### src/rtl/td4x_core_if.sv
// Instruction-fetch bus between td4x_core (master) and the external program store (slave).
// The store answers a held imem_req with imem_ack plus the instruction word on imem_data.
interface td4x_core_if #(
   parameter int W  = 4,
   parameter int AW = 4
);
   logic [AW-1:0]  imem_addr;
   logic           imem_req;
   logic           imem_ack;
   logic [W+3:0]   imem_data;

   modport master (output imem_addr, output imem_req, input imem_ack, input imem_data);
   modport slave  (input imem_addr, input imem_req, output imem_ack, output imem_data);
endinterface

### src/rtl/td4x_core.sv
// Parametrised TD4-class CPU core with an external req/ack fetch bus and a strobed output port.
// Optional HLT instruction and HALT state are enabled by defining TD4X_HALT_EN.
module td4x_core #(
   parameter int W  = 4,
   parameter int AW = 4
) (
   input  logic          clk,
   input  logic          rst_b,
   input  logic [W-1:0]  in,
   output logic [W-1:0]  out,
   output logic          out_stb,
   input  logic          run,
   output logic          halted,
   td4x_core_if.master   imem
);

   // state | meaning
   // FETCH | request instruction at PC, wait for imem_ack
   // EXEC  | execute IR: one register write, update C and PC
   // HALT  | stopped after HLT until run=1 (TD4X_HALT_EN only)
   localparam logic [1:0] ST_FETCH = 2'd0;
   localparam logic [1:0] ST_EXEC  = 2'd1;
   localparam logic [1:0] ST_HALT  = 2'd2;

   logic [1:0]    state;
   logic [W-1:0]  a, b;
   logic [AW-1:0] pc;
   logic          c;
   logic [W+3:0]  ir;

   logic [3:0]    opcode;
   logic [W-1:0]  imm, operand;
   logic [W:0]    sum;
   logic [AW-1:0] pc_next;
   logic          wr_a, wr_b, wr_out, jump, hlt;

   assign opcode = ir[W+3:W];
   assign imm    = ir[W-1:0];

   always_comb begin
      operand = '0;
      wr_a    = 1'b0;
      wr_b    = 1'b0;
      wr_out  = 1'b0;
      jump    = 1'b0;
      hlt     = 1'b0;
      case (opcode)
         4'b0000: begin operand = a;  wr_a = 1'b1; end
         4'b0101: begin operand = b;  wr_b = 1'b1; end
         4'b0011: wr_a = 1'b1;
         4'b0111: wr_b = 1'b1;
         4'b0001: begin operand = b;  wr_a = 1'b1; end
         4'b0100: begin operand = a;  wr_b = 1'b1; end
         4'b0010: begin operand = in; wr_a = 1'b1; end
         4'b0110: begin operand = in; wr_b = 1'b1; end
         4'b1001: begin operand = b;  wr_out = 1'b1; end
         4'b1011: wr_out = 1'b1;
         4'b1111: jump = 1'b1;
         4'b1110: jump = ~c;
`ifdef TD4X_HALT_EN
         4'b1000: hlt = 1'b1;
`endif
         default: ;
      endcase
   end

   assign sum     = {1'b0, operand} + {1'b0, imm};
   // Upper immediate bits beyond AW are dropped for jump targets.
   assign pc_next = jump ? sum[AW-1:0] : pc + AW'(1);

   always_ff @(posedge clk or negedge rst_b) begin
      if (!rst_b) begin
         state   <= ST_FETCH;
         a       <= '0;
         b       <= '0;
         out     <= '0;
         pc      <= '0;
         c       <= 1'b0;
         ir      <= '0;
         out_stb <= 1'b0;
      end else begin
         out_stb <= 1'b0;
         case (state)
            ST_FETCH: begin
               if (imem.imem_ack) begin
                  ir    <= imem.imem_data;
                  state <= ST_EXEC;
               end
            end
            ST_EXEC: begin
               c  <= hlt ? 1'b0 : sum[W];
               pc <= pc_next;
               if (wr_a) a <= sum[W-1:0];
               if (wr_b) b <= sum[W-1:0];
               if (wr_out) begin
                  out     <= sum[W-1:0];
                  out_stb <= 1'b1;
               end
               state <= hlt ? ST_HALT : ST_FETCH;
            end
`ifdef TD4X_HALT_EN
            ST_HALT: begin
               if (run) state <= ST_FETCH;
            end
`endif
            default: state <= ST_FETCH;
         endcase
      end
   end

   assign imem.imem_req  = (state == ST_FETCH);
   assign imem.imem_addr = pc;

`ifdef TD4X_HALT_EN
   assign halted = (state == ST_HALT);
`else
   logic run_unused;
   assign run_unused = run;
   assign halted     = 1'b0;
`endif

endmodule

### src/flat_wrapper.sv
// flat-port wrapper written by rule: the top's interface ports become plain ports
module td4x_core_flat 
#(
   parameter int W  = 4,
   parameter int AW = 4
)
  (clk, rst_b, in, out, out_stb, run, halted, imem_imem_addr, imem_imem_req, imem_imem_ack, imem_imem_data);
  td4x_core_if #(.W(W), .AW(AW)) imem_i ();
  input  logic clk;
  input  logic rst_b;
  input  logic [W-1:0] in;
  output logic [W-1:0] out;
  output logic out_stb;
  input  logic run;
  output logic halted;
  output wire logic [$bits(imem_i.imem_addr)-1:0] imem_imem_addr;
  output wire logic [$bits(imem_i.imem_req)-1:0] imem_imem_req;
  input wire logic [$bits(imem_i.imem_ack)-1:0] imem_imem_ack;
  input wire logic [$bits(imem_i.imem_data)-1:0] imem_imem_data;
  assign imem_imem_addr = imem_i.imem_addr;
  assign imem_imem_req = imem_i.imem_req;
  assign imem_i.imem_ack = imem_imem_ack;
  assign imem_i.imem_data = imem_imem_data;
  td4x_core #(.W(W), .AW(AW)) u_core (.clk(clk), .rst_b(rst_b), .in(in), .out(out), .out_stb(out_stb), .run(run), .halted(halted), .imem(imem_i));
endmodule
### config.mk
export PLATFORM = sky130hd
export DESIGN_NAME = td4x_core_flat
export DESIGN_NICKNAME = d
export VERILOG_FILES = /design/src/rtl/td4x_core_if.sv /design/src/rtl/td4x_core.sv /design/src/flat_wrapper.sv
export SDC_FILE = /design/constraint.sdc
export NUM_CORES = 1
export LEC_CHECK = 0
export ABC_CLOCK_PERIOD_IN_PS = 5200
export BUFFER_PORTS_ARGS = -buffer_cell sky130_fd_sc_hd__buf_4
export CORE_ASPECT_RATIO = 1.1
export CORE_UTILIZATION = 57
export DETAILED_ROUTE_END_ITERATION = 8
export GPL_TIMING_DRIVEN = 0
export PLACE_DENSITY_LB_ADDON = 0.25
export SYNTH_ARGS = -nofsm -noshare
export SYNTH_HDL_FRONTEND = slang
export SYNTH_SLANG_ARGS = --single-unit
### constraint.sdc
create_clock -name clk -period 5.2 [get_ports clk]
set_input_delay 1.04 -clock clk [delete_from_list [all_inputs] [get_ports clk]]
set_output_delay 1.04 -clock clk [all_outputs]
set_load 0.005 [all_outputs]
Word-level counts from Yosys, hierarchy flattened
Index checks and enable logic that the tools add are counted.
- flip-flop bits (word level): 28
- bits in latches: 0
- memory bits (writable): 0
- ROM bits: 0
- input bits: 16
- output and inout bits: 11
- word-level logic and storage cells: 46
- memories: 0
- add/subtract/negate cells: 2
- multiply operators: 0
- div/mod/pow operators: 0
- order comparisons: 0
- equality and inequality tests: 13
- shifts and indexed selects: 0
- muxes and demuxes: 10
- bitwise gates (word level): 1
- reductions and logical operators: 12
- operators by type and width (kind ; number):
    4-bit by 3-bit equality test with 1-bit output, second input constant ; 4
    4-bit equality test, second input constant ; 4
    4-bit case mux with 3 select lines ; 1
    4-bit by 2-bit equality test with 1-bit output, second input constant ; 2
    2-bit AND reduction ; 4
    4-bit OR reduction ; 2
    2-bit OR reduction ; 3
    4-bit by 4-bit adder with 5-bit output ; 1
    1-bit two-way mux ; 5
    4-bit by 1-bit adder with 4-bit output, second input constant ; 1
    4-bit by 1-bit equality test with 1-bit output, second input constant ; 1
    4-bit zero test ; 1
    2-bit two-way mux ; 2
    4-bit two-way mux ; 1
    3-bit OR reduction ; 1
    2-bit by 1-bit equality test with 1-bit output, second input constant ; 1
    2-bit zero test ; 1
    2-bit by 1-bit inequality test with 1-bit output, second input constant ; 1
    1-bit case mux with 2 select lines ; 1
    1-bit NOT ; 1

Longest topological paths before layout
- depth after elaboration: 5
- depth in mapped cells: 9

Worst setup path before layout
Ideal clock, no wire load.
- path type: input to register
- start: input port in[0]
- end: register u_core.pc[2] (netlist: u_core.imem.imem_addr[2])
- arrival: 2.339 ns
- path slack: 2.740 ns
- stages: 7
- path through: mux2i_1 > o21ai_0 > ha_1 > fa_1 > xnor2_1 > mux2i_1 > a22o_1
- longest elaborated chain between the ends: 3
- RTL lines (item ; RTL line ; source):
    start: declaration ; flat_wrapper.sv:11 ; input logic [W-1:0] in;
    4-bit case mux with 3 select lines ; td4x_core.sv:47 ; case (opcode)
    4-bit by 4-bit adder with 5-bit output ; td4x_core.sv:67 ; assign sum = {1'b0, operand} + {1'b0, imm};
    4-bit two-way mux ; td4x_core.sv:69 ; assign pc_next = jump ? sum[AW-1:0] : pc + AW'(1);
    end signal: assignment ; td4x_core.sv:92 ; pc <= pc_next;
    end: declaration ; td4x_core.sv:27 ; logic [AW-1:0] pc;
No other way between the ends.
A chain may end at the register's enable or synchronous reset.

Worst setup path in the final report
Same ends and word-level chain as after synthesis.

==> results by stage <==
Routing:
- Dividing the detail-routed via count by the number of cells gives 5.541.
- The final layout contains routed wiring with a total length of roughly 2500 um.
- For this run, the detailed router's first-pass iteration total came to 4.
- In this run, the number of DRC markers left after iteration 0 of detailed routing was 17.
- The via count is 953.
- Dividing the detail-routed wire length by the instance count gives around 14 um.
- For this run, design rule violations remaining after detail routing come to 0.
- The count of nets left with antenna violations once routing finished came out at 0.

GRT:
- After global routing the overflow that remains totals 0.
- The wire length of the first global-routing pass is around 4100 um.
- The initial antenna violation count is 0.
- Entering global routing, the biggest net connects 28 pins.
- The aggregate global-route resource usage is 23.81%.
- The via count of the first global-routing pass is approximately 890.

Timing:
- Timing would allow up to 401.0 MHz.
- Dividing the final minimum period by the clock period gives a little under half.
- The number of hold violations in the final report is 0.
- In the final timing run, aggregate negative setup slack is 0 ns.
- The routed design could run at a clock period as short as between 2 and 2.5 ns.
- Setup violations remaining at the end of the flow were counted as 0.
- Setup repair after global routing left no endpoint under its margin.
- In the post-route analysis, the smallest setup slack over all paths is 2.706 ns.
- The max-slew violation count is 0.
- For the final database, setup skew stands at around 0.015 ns.

Clock network:
- Once the clock tree was built, the resizer swapped 0 gates to a different size.
- TritonCTS built the clock tree.
- The largest buffer count on any clock path is 2.
- The number of H-tree levels is 1.
- The post-CTS setup buffer count is 0.
- The number of clock buffers inserted by TritonCTS is 3.
- The clock transition at the registers of the reported paths is approximately 0.15 ns.
- The number of sinks on the clock net is 27.
- At the later pin of the worst-skew pair, clock insertion delay measures ~0.34 ns.
- The number of buffers inserted by hold repair at cts is 0.
- The clock tree root driver cell is sky130_fd_sc_hd__clkbuf_4.

Job:
- The tool flagged a number of max-cap violations equal to 0.

Placement:
- At the placement stage, the worst setup path has a slack of 2.362 ns.
- Summed over all nets, the half-perimeter wirelength after detailed placement is slightly below 2000 um.
- The global placement routability congestion is about 0.8.
- The number of input and output port buffers inserted is 24.

Finish:
- Of the cells placed in the final design, the portion with a size suffix greater than 1 is between 30% and 40%.
- The number of antenna diodes in the final layout is 0.
- In the layout the commonest cells are 27 x sky130_fd_sc_hd__dfrtp_1, 26 x sky130_fd_sc_hd__buf_4, 16 x sky130_fd_sc_hd__nand2_1.
- The total of fill cells in the finished design is approximately 170.
- After the last flow step, the layout net total stands at ~170.
- From synthesis to final layout, the design area changed by 18.58%.
- The leading cell type in the layout, fill and taps excluded is sky130_fd_sc_hd__dfrtp_1.

Floorplanning:
- The floorplan has 17 rows.
- The horizontal die dimension is approximately 48 um.
- After floorplanning, the core was sized to cover 2085 um2.
- For this configuration, the core starts out at a cell density of 63.33%.
- During I/O placement, the number of pins put on the boundary was 27.
- From bottom edge to top edge, the die measures 52.47 um.
- The die covers 2513 um2.

Synthesis:
- The synthesized design contains 27 register bits.
- After synthesis, the netlist uses 33 different library cells.
- The number of synthesis warnings is 0.
- Sequential elements use between 50% and 60% of the synthesized area.
- The post-synthesis area per instance is around 11 um2.
- The instance count of the mapped netlist is 116.
- The number of nets in the synthesized netlist is roughly 140.
- The total standard cell area after synthesis is approximately 1300 um2.

Power:
- Dividing total power by cell area gives a power density of around 440 nW/um2.
- The static leakage is between 0.7 and 0.8 nW.
- VDD sags by at most around 300 uV.

Critical path:
- The endpoint type of the worst setup path is a flop.
- Of all nets on the critical path, the largest fanout is 4.
- The critical path goes through buf_4 -> mux2i_1 -> o21ai_0 -> ha_1 -> fa_1 -> xnor2_1 -> mux2i_1 -> a22o_1.
- The slowest stage cell on the critical path is sky130_fd_sc_hd__fa_1.
- The data required time at the worst endpoint is ~5.4 ns.
- The worst stage delay on the critical path is around 0.42 ns.
- The critical path in this run is classified as input pin to flop.
- The most numerous cell type found on the critical path is sky130_fd_sc_hd__mux2i_1.
- The worst setup path is launched from an input pin.
- The critical path data arrival time is 2.72 ns.

Min path:
- The tightest min-delay check is of the flop to flop type.

Status:
- The run finished with clean final reports.
==> layer usage <==
metal / vias to the layer above / routed length [um] / track usage, %
li1: 459 / - / -
met1: 465 / 1046 / 30.02
met2: 25 / 1290 / 39.86
met3: 4 / 104 / 4.138
met4: 0 / 38 / 8.333
met5: - / 0 / 0
==> power by group <==
group / internal (mW) / switching, mW
Clock: 0.0295 / 0.0641
Combinational: 0.139 / 0.120
Sequential: 0.280 / 0.0520
==> critical path, delay by kind of cell <==
family                   cells  cell delay [ns]
XOR/XNOR                     1             0.36
AO/OA/AOI/OAI                2             0.30
buffers and inverters        1             0.11
multiplexers                 2             0.28
adder cells (fa/ha/maj)      2             0.65
==> path summary, 6_finish.rpt <==
kind / start / end / slack [ns] / cells after the start
worst max-delay path: in[0] / u_core.imem.imem_addr[2] / 2.71 / 8
worst min-delay path: u_core.out[0] / u_core.out[0] / 0.50 / 2
worst max register to register: u_core.ir[7] / u_core.imem.imem_addr[3] / 2.78 / 8
worst min register to register: u_core.out[0] / u_core.out[0] / 0.50 / 2
max in group asynchronous: rst_b / u_core.imem.imem_addr[3] / 4.35 / 1
min in group asynchronous: rst_b / u_core.out[1] / 0.58 / 1
==> area by class of cell <==
class / instances / area (um2) / share of cell area, %
plain buffers: 4 / 25.02 / 1.599
clock buffers: 3 / 22.52 / 1.439
clock inverters: 1 / 7.507 / 0.4796
inverters: 3 / 11.26 / 0.7194
multi-input cells: 82 / 608.1 / 38.85
flip-flops and latches: 27 / 675.6 / 43.17
well taps: 28 / 35.03 / 2.238
repair buffers: 24 / 180.2 / 11.51
==> cells in the mapped netlist <==
library cell / n / area, um2
sky130_fd_sc_hd__a211o_1: 1 / 8.760
sky130_fd_sc_hd__a211oi_1: 1 / 7.510
sky130_fd_sc_hd__a21o_1: 2 / 15.01
sky130_fd_sc_hd__a21oi_1: 5 / 25.02
sky130_fd_sc_hd__a21oi_2: 1 / 8.760
sky130_fd_sc_hd__a21oi_4: 1 / 16.27
sky130_fd_sc_hd__a221o_1: 1 / 10.01
sky130_fd_sc_hd__a22o_1: 1 / 8.760
sky130_fd_sc_hd__and2_1: 1 / 6.260
sky130_fd_sc_hd__and3_1: 1 / 6.260
sky130_fd_sc_hd__buf_2: 2 / 10.01
sky130_fd_sc_hd__buf_4: 2 / 15.01
sky130_fd_sc_hd__conb_1: 1 / 3.750
sky130_fd_sc_hd__dfrtp_1: 27 / 675.7
sky130_fd_sc_hd__fa_1: 1 / 20.02
sky130_fd_sc_hd__ha_1: 5 / 62.56
sky130_fd_sc_hd__inv_1: 3 / 11.26
sky130_fd_sc_hd__mux2_2: 12 / 135.1
sky130_fd_sc_hd__mux2i_1: 6 / 60.06
sky130_fd_sc_hd__nand2_1: 16 / 60.06
sky130_fd_sc_hd__nand2b_1: 1 / 6.260
sky130_fd_sc_hd__nand3_1: 2 / 10.01
sky130_fd_sc_hd__nand3b_1: 1 / 7.510
sky130_fd_sc_hd__nand4b_1: 1 / 8.760
sky130_fd_sc_hd__nor2_1: 3 / 11.26
sky130_fd_sc_hd__nor2b_1: 1 / 6.260
sky130_fd_sc_hd__nor3_1: 1 / 5.000
sky130_fd_sc_hd__nor3_2: 1 / 10.01
sky130_fd_sc_hd__o21ai_0: 10 / 50.05
sky130_fd_sc_hd__or2_2: 1 / 6.260
sky130_fd_sc_hd__or3_1: 1 / 6.260
sky130_fd_sc_hd__xnor2_1: 2 / 17.52
sky130_fd_sc_hd__xor2_1: 1 / 8.760
==> registers in the layout, indices dropped and copies added (netlist names) <==
| signal | count |
|---|---|
| u_core.state | 1 |
| u_core.ir | 8 |
| u_core.a | 4 |
| u_core.b | 4 |
| u_core.imem.imem_addr | 4 |
| u_core.out | 4 |
| u_core.out_stb | 1 |
| u_core.c | 1 |
==> metrics by stage <==
stage	cells	instance area [um2]	power, mW	hold WS (ns)	util, %
2_1_floorplan	116	1320	0.4903	0.4497	-
3_3_place_gp	168	1535	0.5793	0.4593	73.65
3_5_place_dp	168	1535	0.5974	0.4644	73.65
4_1_cts	172	1565	0.6900	0.5004	75.09
5_1_grt	172	1565	0.7357	0.5361	75.09
6_report	172	1565	0.6853	0.4961	75.09
==> logic make-up (layout without fill, tap and decap cells) <==
| logic type | Yosys count | in the layout | share of synthesized area, % |
|---|---|---|---|
| simple gates | 31 | 31 | 11.38 |
| flops | 27 | 27 | 51.18 |
| compound gates | 23 | 23 | 11.37 |
| mux | 18 | 18 | 14.79 |
| buf+inv | 7 | 35 | 2.748 |
| fa+ha+maj | 6 | 6 | 6.256 |
| xor+xnor | 3 | 3 | 1.991 |
| other cells | 1 | 1 | 0.2841 |
Power figures use the tool's default switching activity.
